## src/rtl/cache_mem_arbiter_pkg.sv

```systemverilog
// Shared types and constants for the icache/dcache to memory-port arbiter.
// The line and address widths match the caches and the cacheline adaptor.
package cache_mem_arbiter_pkg;

  localparam int ADDR_W   = 32;
  localparam int LINE_W   = 256;
  localparam int MAX_SKIP = 4;

  // Byte offset within a 32-byte (256-bit) cacheline.
  localparam int OFFSET_W = 5;

  typedef enum logic [2:0] {
    IDLE    = 3'd0,
    I_READ  = 3'd1,
    D_READ  = 3'd2,
    D_WRITE = 3'd3,
    DONE    = 3'd4
  } arb_state_t;

  // A dcache grant becomes a writeback whenever d_write is set, so a dirty
  // victim always leaves before its replacement line is fetched.
  function automatic arb_state_t dcache_state(input logic d_write);
    return d_write ? D_WRITE : D_READ;
  endfunction

endpackage

```

## src/rtl/cache_mem_arbiter.sv

```systemverilog
// Shares one cacheline memory port between the icache and the dcache.
// The dcache has fixed priority, but after MAX_SKIP back-to-back dcache
// grants made while the icache waits, the icache is served next. One line
// transaction is in flight at a time, followed by a single bubble cycle.
module cache_mem_arbiter #(
  parameter int ADDR_W   = cache_mem_arbiter_pkg::ADDR_W,
  parameter int LINE_W   = cache_mem_arbiter_pkg::LINE_W,
  parameter int MAX_SKIP = cache_mem_arbiter_pkg::MAX_SKIP
) (
  input  logic              clk,
  input  logic              rst,
  input  logic              i_read,
  input  logic [ADDR_W-1:0] i_address,
  output logic [LINE_W-1:0] i_rdata,
  output logic              i_resp,
  input  logic              d_read,
  input  logic              d_write,
  input  logic [ADDR_W-1:0] d_address,
  input  logic [LINE_W-1:0] d_wdata,
  output logic [LINE_W-1:0] d_rdata,
  output logic              d_resp,
  output logic              mem_read,
  output logic              mem_write,
  output logic [ADDR_W-1:0] mem_address,
  output logic [LINE_W-1:0] mem_wdata,
  input  logic [LINE_W-1:0] mem_rdata,
  input  logic              mem_resp,
  output logic              arb_conflict
);

  import cache_mem_arbiter_pkg::*;

  // Counter range is 0..MAX_SKIP inclusive.
  localparam int                SKIP_W     = $clog2(MAX_SKIP + 1);
  localparam logic [SKIP_W-1:0] SKIP_LIMIT = SKIP_W'(MAX_SKIP);
  localparam logic [SKIP_W-1:0] SKIP_ONE   = SKIP_W'(1);
  localparam logic [SKIP_W-1:0] SKIP_ZERO  = {SKIP_W{1'b0}};

  arb_state_t        state_q;
  logic [SKIP_W-1:0] skip_q;
  logic [SKIP_W-1:0] skip_d;
  logic              mem_read_q;
  logic              mem_write_q;
  logic [ADDR_W-1:0] mem_address_q;
  logic [LINE_W-1:0] mem_wdata_q;
  logic [LINE_W-1:0] i_rdata_q;
  logic [LINE_W-1:0] d_rdata_q;
  logic              i_resp_q;
  logic              d_resp_q;
  logic              arb_conflict_q;

  logic              d_req_s;
  logic              both_req_s;
  logic              grant_i_s;
  logic              grant_d_s;

  // The adaptor always transfers whole lines, so the byte offset is dropped.
  function automatic logic [ADDR_W-1:0] line_align(input logic [ADDR_W-1:0] addr);
    return {addr[ADDR_W-1:OFFSET_W], {OFFSET_W{1'b0}}};
  endfunction

  // Grant decision and anti-starvation counter update, evaluated only in IDLE.
  always_comb begin
    d_req_s    = d_read | d_write;
    both_req_s = i_read & d_req_s;
    grant_i_s  = 1'b0;
    grant_d_s  = 1'b0;
    skip_d     = skip_q;
    if (state_q == IDLE) begin
      if (both_req_s) begin
        if (skip_q < SKIP_LIMIT) begin
          grant_d_s = 1'b1;
          skip_d    = skip_q + SKIP_ONE;
        end else begin
          grant_i_s = 1'b1;
          skip_d    = SKIP_ZERO;
        end
      end else if (i_read) begin
        grant_i_s = 1'b1;
        skip_d    = SKIP_ZERO;
      end else begin
        // With no icache request there is nobody to starve.
        grant_d_s = d_req_s;
        skip_d    = SKIP_ZERO;
      end
    end else begin
      skip_d = skip_q;
    end
  end

  // Transaction FSM with registered memory-side requests and cache responses.
  always_ff @(posedge clk or negedge rst) begin
    if (!rst) begin
      state_q        <= IDLE;
      skip_q         <= SKIP_ZERO;
      mem_read_q     <= 1'b0;
      mem_write_q    <= 1'b0;
      mem_address_q  <= {ADDR_W{1'b0}};
      mem_wdata_q    <= {LINE_W{1'b0}};
      i_rdata_q      <= {LINE_W{1'b0}};
      d_rdata_q      <= {LINE_W{1'b0}};
      i_resp_q       <= 1'b0;
      d_resp_q       <= 1'b0;
      arb_conflict_q <= 1'b0;
    end else begin
      // Responses and the conflict flag are single-cycle pulses.
      i_resp_q       <= 1'b0;
      d_resp_q       <= 1'b0;
      arb_conflict_q <= 1'b0;
      skip_q         <= skip_d;
      case (state_q)
        IDLE: begin
          if (grant_i_s) begin
            state_q        <= I_READ;
            mem_read_q     <= 1'b1;
            mem_write_q    <= 1'b0;
            mem_address_q  <= line_align(i_address);
            arb_conflict_q <= both_req_s;
          end else if (grant_d_s) begin
            state_q        <= dcache_state(d_write);
            mem_read_q     <= ~d_write;
            mem_write_q    <= d_write;
            mem_address_q  <= line_align(d_address);
            mem_wdata_q    <= d_wdata;
            arb_conflict_q <= both_req_s;
          end else begin
            state_q <= IDLE;
          end
        end
        I_READ: begin
          if (mem_resp) begin
            state_q    <= DONE;
            mem_read_q <= 1'b0;
            i_rdata_q  <= mem_rdata;
            i_resp_q   <= 1'b1;
          end else begin
            state_q <= I_READ;
          end
        end
        D_READ: begin
          if (mem_resp) begin
            state_q    <= DONE;
            mem_read_q <= 1'b0;
            d_rdata_q  <= mem_rdata;
            d_resp_q   <= 1'b1;
          end else begin
            state_q <= D_READ;
          end
        end
        D_WRITE: begin
          if (mem_resp) begin
            state_q     <= DONE;
            mem_write_q <= 1'b0;
            d_resp_q    <= 1'b1;
          end else begin
            state_q <= D_WRITE;
          end
        end
        DONE: begin
          // Bubble cycle lets the served cache drop its request first.
          state_q <= IDLE;
        end
        default: begin
          state_q     <= IDLE;
          mem_read_q  <= 1'b0;
          mem_write_q <= 1'b0;
        end
      endcase
    end
  end

  assign mem_read     = mem_read_q;
  assign mem_write    = mem_write_q;
  assign mem_address  = mem_address_q;
  assign mem_wdata    = mem_wdata_q;
  assign i_rdata      = i_rdata_q;
  assign d_rdata      = d_rdata_q;
  assign i_resp       = i_resp_q;
  assign d_resp       = d_resp_q;
  assign arb_conflict = arb_conflict_q;

endmodule

```

## config.mk

```make
export PLATFORM = sky130hd
export DESIGN_NAME = cache_mem_arbiter
export DESIGN_NICKNAME = d
export VERILOG_FILES = /design/src/rtl/cache_mem_arbiter_pkg.sv /design/src/rtl/cache_mem_arbiter.sv
export SDC_FILE = /design/constraint.sdc
export NUM_CORES = 1
export LEC_CHECK = 0
export CAP_MARGIN = 5
export CELL_PAD_IN_SITES_DETAIL_PLACEMENT = 1
export CELL_PAD_IN_SITES_GLOBAL_PLACEMENT = 2
export CORE_AREA = 4 4 539 541
export DETAILED_ROUTE_END_ITERATION = 16
export DIE_AREA = 0 0 543 545
export GPL_ROUTABILITY_DRIVEN = 1
export PLACE_DENSITY = 0.52
export SYNTH_ARGS = -nofsm -noshare
export SYNTH_HDL_FRONTEND = slang
export SYNTH_SLANG_ARGS = --single-unit
export TNS_END_PERCENT = 1
```

## constraint.sdc

```tcl
create_clock -name clk -period 1.6 [get_ports clk]
set_input_delay 0.16 -clock clk [delete_from_list [all_inputs] [get_ports clk]]
set_output_delay 0.16 -clock clk [all_outputs]
set_load 0.03 [all_outputs]
```

# Yosys cells after proc, flatten, opt, wreduce, memory -nomap -nowiden
# Index checks and enable logic that the tools add are counted.
totals:
  reg_bits: 811
  inputBits: 582
  out_inout_bits: 805
  word_cells: 70
classes:
  n_addsub: 1
  n_lt_le_gt_ge: 1
  n_eq_ne: 7
  muxes: 32
  bitwise_logic: 6
  reduce_logical: 12
ops:
  columns: ["cell", "count"]
  rows:
  - ["32-bit 2-to-1 mux", 2]
  - ["1-bit 2-to-1 mux", 20]
  - ["3-bit 2-to-1 mux", 5]
  - ["3-bit case mux with 4 select lines", 1]
  - ["3-bit AND reduction", 3]
  - ["3-bit by 2-bit equality test with 1-bit output (second input constant)", 2]
  - ["1-bit case mux with 3 select lines", 2]
  - ["2-bit AND reduction", 3]
  - ["2-bit OR reduction", 3]
  - ["2-bit 2-to-1 mux", 2]
  - ["1-bit NOT", 4]
  - ["3-bit by 1-bit adder with 3-bit output (second input constant)", 1]
  - ["3-bit by 1-bit equality test with 1-bit output (second input constant)", 1]
  - ["3-bit equality test (second input constant)", 1]
  - ["3-bit logical NOT", 1]
  - ["3-bit < comparator (second input constant)", 1]
  - ["3-bit != test (second input constant)", 1]
  - ["3-bit OR reduction", 1]
  - ["2-bit by 1-bit != test with 1-bit output (second input constant)", 1]
  - ["2-bit != test (second input constant)", 1]
  - ["2-bit nonzero test", 1]
  - ["1-bit bitwise AND", 1]
  - ["1-bit bitwise OR", 1]

# Logic depth before layout (Yosys ltp)
depth:
  ltp_word: 7
  mapped_depth: 8
  mapped_depth_nobuf: 5

# Least setup slack after synthesis
# No wires, ideal clock.
synth_path:
  path_kind: "register to register"
  start: "register state_q[2]"
  end: "register d_rdata_q[245] (netlist: d_rdata[245])"
  setup_ns: 0.125
  arrival_time_ns: 1.553
  required_ns: 1.475
  setup_slack_ns: -0.078
  stages_incl_launch_ff: 6
  n_path_buf: 2
  synth_period_minus_slack_ns: 1.678
  cell_sequence: "dfrtp_1 -> nand2b_4 -> nor3b_4 -> buf_4 -> buf_4 -> mux2_2"
synth_via:
  elab_chain_len: 2
synth_lines:
  columns: ["element", "line_no", "text"]
  rows:
  - ["start, declared", "cache_mem_arbiter.sv:39", "arb_state_t state_q;"]
  - ["start signal, assigned", "cache_mem_arbiter.sv:120", "state_q <= dcache_state(d_write);"]
  - ["3-bit by 2-bit equality test with 1-bit output", "cache_mem_arbiter.sv:111", "case (state_q)"]
  - ["2-bit AND reduction (no line)", null, null]
  - ["end signal, assigned", "cache_mem_arbiter.sv:101", "d_rdata_q <= {LINE_W{1'b0}};"]
  - ["end signal, assigned", "cache_mem_arbiter.sv:144", "d_rdata_q <= mem_rdata;"]
  - ["end, declared", "cache_mem_arbiter.sv:47", "logic [LINE_W-1:0] d_rdata_q;"]
# No other way between the ends.
# A chain may end at the register's enable or synchronous reset.

# Worst setup path in the final report
layout_path:
  start: "register state_q[2]"
  end: "register d_rdata_q[249] (netlist: d_rdata[249])"
# Same word-level chain as after synthesis.

==> key figures <==
Status
  – Status: complete, but fails checks
  – Failing checks: negative setup slack

Power
  – Switch share: 45.12%
  – Pwr Density: around 2200 nW/um^2
  – Seq pwr share: between 20 and 30%
  – Int Pwr: between 70 and 80 mW
  – Leak: roughly 26 nW
  – Clock power frac: 19.0%
  – Comb pwr share: between 50% and 60%
  – Max IR drop VDD: about 1 mV
  – P_sw: between 50 and 60 mW

Cells and area
  – Ratio of cells with drive above 1 in the final layout: about a quarter
  – Final cell count without fillers: 8253
  – Synth-to-Final Area Change: 92.60%
  – Most frequent cells in the layout: 824 x nand2_1, 789 x dfrtp_1, 578 x dlygate4sd2_1
  – Fillcell total: between 30000 and 40000
  – Commonest non-fill, non-tap cell in the layout: nand2_1
  – Multi-input logic area: about 10000 um^2
  – Nets@finish: 4972
  – Register area: 20190 um^2

Setup path
  – Slowest CP cell: dfrtp_2
  – Buffers and inverters on the worst path: 3
  – Top delay family on crit path: buffers and inverters
  – Largest fanout on the critical path: 12
  – WP data required: roughly 2.3 ns
  – CP Cell Sequence: nand2b_4, nor3b_4, buf_12, buf_16, clkbuf_16, mux2_2
  – CP peak stage delay: 0.44 ns
  – FF-to-FF path depth: 6
  – Worst R2R Start: state_q[2]$_DFF_PN0_
  – Element type at the critical path start: flip-flop
  – Reg-to-reg endpoint: d_rdata[249]$_DFFE_PN0P_
  – Kind of critical path: reg -> reg
  – Crit path capture type: flip-flop
  – Worst EP arrival: ~2.6 ns
  – R2r setup slk: -0.35 ns

Flow run
  – Maxcap violations: 0

STA
  – Final worst setup slack: -0.3486 ns
  – Final setup TNS: -249.52 ns
  – Min Tclk post-route: ~1.9 ns
  – RSZ-0062 raised after global routing: true
  – Final setup fails: between 1000 and 1500
  – Max Clk Rate: about 510 MHz
  – Final hold viol count: 0
  – Layout Skew: 0.04318 ns
  – Fin. max-slew vios: 0
  – Least-Margin Pin Slew: a little under 0.6 ns
  – Worst rel slew slack: ~60%
  – Tcrit/Tclk final: 121.8%

GRT
  – Vias in the first global route: between 20000 and 30000
  – Largest net degree at the start of global routing: just under 80
  – Initial antenna violation count: 82
  – Gr ovfl total: 0
  – First-pass GRT wire length: 252200 um
  – Total GRT Usage: ~12%

Placement
  – DP Worst Slack: -0.8657 ns
  – GP Congestion: approximately 0.82
  – Port Buffer Count: around 1400
  – Post-DP HPWL: approximately 150000 um
  – Placed Cells: about 7500

Die
  – Rows: a little under 200
  – Die ar.: roughly 300000 um^2
  – Die H: 545 um
  – Die width: between 500 and 600 um
  – Effective utilization at floorplan: between 10% and 20%
  – Core ar.: 285000 um^2
  – Ports: roughly 1400

Hold path
  – HP Class: in -> reg
  – Hold path endpoint: mem_wdata[232]$_DFFE_PN0P_
  – WHS Path Cells: 3
  – Hold_sp: d_wdata[232]

Clock tree
  – Clock slew at reported path FFs: 0.06 ns
  – TritonCTS Buffers: about 110
  – Root buffer cell: clkbuf_16
  – CTS tree: yes
  – Sink Count: between 800 and 900
  – Clock buffer depth: 4
  – Clk_lat worst skew: roughly 0.80 ns
  – H-Tree Depth: 3

Routing
  – Routed vias/inst: between 3 and 4
  – Number of routed nets with antenna violations: 0
  – WL per Instance: around 23 um
  – DR pass1 iterations: 5
  – First-iteration detailed-routing DRC count: roughly 1000
  – DRC Markers: 0
  – Final wirelength: between 150000 and 200000 um
  – Via count: around 27000

Synthesis
  – Largest family of logic cells by synthesized area: multiplexers
  – Register area share after synthesis: 66.46%
  – Yosys warns: 0
  – Synth cell types: 29
  – Simple-gate share of the synthesized area: between 10 and 15%
  – XOR/XNOR Fraction of Synth Area: 0%
  – Synthesized-area fraction occupied by adder cells: less than 1%
  – Synth top area share: 66.46%
  – Fraction of synthesized area in multiplexers: between 10% and 20%
  – Syn Area/Cell: 12.80 um^2
  – Post-synth top area cell: dfrtp_1
  – Cell count after synthesis: 2371
  – Ranking of synthesized cells by area: dfrtp_1 66%, mux2_2 16%, nand2_1 10%, mux2_1 2.6%, buf_4 1.3%
  – FF+latch count, synth: roughly 810
  – Post-Syn Area: 30350 um^2
  – Synth Area in Compound Gates: less than 1%
## cells in the mapped netlist
master     instances
a2bb2oi_1          1
nand2b_4           1
nor3_2             1
nand2_1          832
inv_1              3
nor2_1            32
ha_1               1
mux2_2           443
o211ai_1           2
o21a_1             1
a31oi_1           28
a21oi_1            4
nor3b_4            1
and2_1             1
buf_6              4
nor3_4             1
nand3b_1           2
dfrtp_1          806
buf_4             53
clkbuf_1          34
or3_1              1
nand2b_1           3
mux2_1            69
o31ai_1            1
o21ai_0            3
conb_1             1
o221ai_1           1
buf_2             40
a22o_1             1
## per-layer routing
layer / vias to the layer above / track usage (%) / share of wire [%]
met3: 269 / 4.701 / 9.0
met1: 13460 / 14.35 / 41
met4: 36 / 3.037 / 2.8
met2: 1147 / 20.30 / 47
li1: 11880 / - / -
met5: - / 0 / 0.12
## cell families after synthesis
logic type	after synthesis
adder cells (fa/ha/maj)	1
buffers and inverters	134
other	1
flip-flops	806
AND/OR/NAND/NOR	875
multiplexers	512
AO/OA/AOI/OAI	42
## cell type report
type	count	share of cell area, %
clock buffers	158	5.390
repair buffers	2035	34.32
clock inverters	28	0.5994
multi-input cells	1435	16.96
flip-flops and latches	806	34.54
inverters	3	0.02355
diodes	26	0.1113
well taps	3762	8.053
## worst min-delay path, cell delays in order
cell and delay [ns]:
clkdlybuf4s50_1 0.51, nand2_1 0.10, nand2_1 0.05
## registers in the layout, indices dropped and copies added, names as in the netlist
register / flops
arb_conflict: 1
d_rdata: 256
d_resp: 1
i_rdata: 256
i_resp: 1
mem_address: 27
mem_read: 1
mem_wdata: 256
mem_write: 1
skip_q: 3
state_q: 3
## worst max-delay path by stage
stage / cells past startpoint / from / slack [ns] / endpoint
3_5_place_dp: 7 / mem_resp / -0.87 / d_rdata[139]$_DFFE_PN0P_
5_1_grt: 6 / state_q[2]$_DFF_PN0_ / -0.43 / d_rdata[116]$_DFFE_PN0P_
6_report: 6 / state_q[2]$_DFF_PN0_ / -0.35 / d_rdata[249]$_DFFE_PN0P_
4_1_cts: 5 / state_q[2]$_DFF_PN0_ / -0.43 / d_rdata[133]$_DFFE_PN0P_
2_1_floorplan: 5 / state_q[2]$_DFF_PN0_ / -0.04 / d_rdata[38]$_DFFE_PN0P_
3_3_place_gp: 7 / mem_resp / -0.89 / d_rdata[112]$_DFFE_PN0P_
## power groups by stage
stage,sequential [mW],combinational [mW],clock [mW]
2_1_floorplan,56.0,14.5,0
3_3_place_gp,37.1,68.3,0
3_5_place_dp,37.5,68.6,0
4_1_cts,37.0,65.2,25.4
5_1_grt,38.3,70.6,26.2
6_report,37.0,66.6,24.3
## repair_timing
item | 4_1_cts | 5_1_grt
buffers inserted | 5 | 4
cloned | 4 | 14
setup endpoints to repair | 1591 | 1608
resized for setup | 777 | 476
pin swaps | 3 | 3
hold endpoints to repair | 1461 | 0
hold buffers | 491 | 0
## per-stage QoR
| step | hold slack, ns | power [mW] | utilization [%] | instance area, um^2 |
|---|---|---|---|---|
| global route | 0.01845 | 135.1 | 20.50 | 58430 |
| global placement | 0.1555 | 105.5 | 17.30 | 49290 |
| floorplan | -0.1356 | 70.51 | - | 30410 |
| finish | 0.05427 | 127.9 | 20.51 | 58450 |
| detailed placement | 0.1535 | 106.1 | 17.30 | 49290 |
| CTS | 0.0004780 | 127.6 | 20.08 | 57220 |
(Power assumes the default switching activity.)
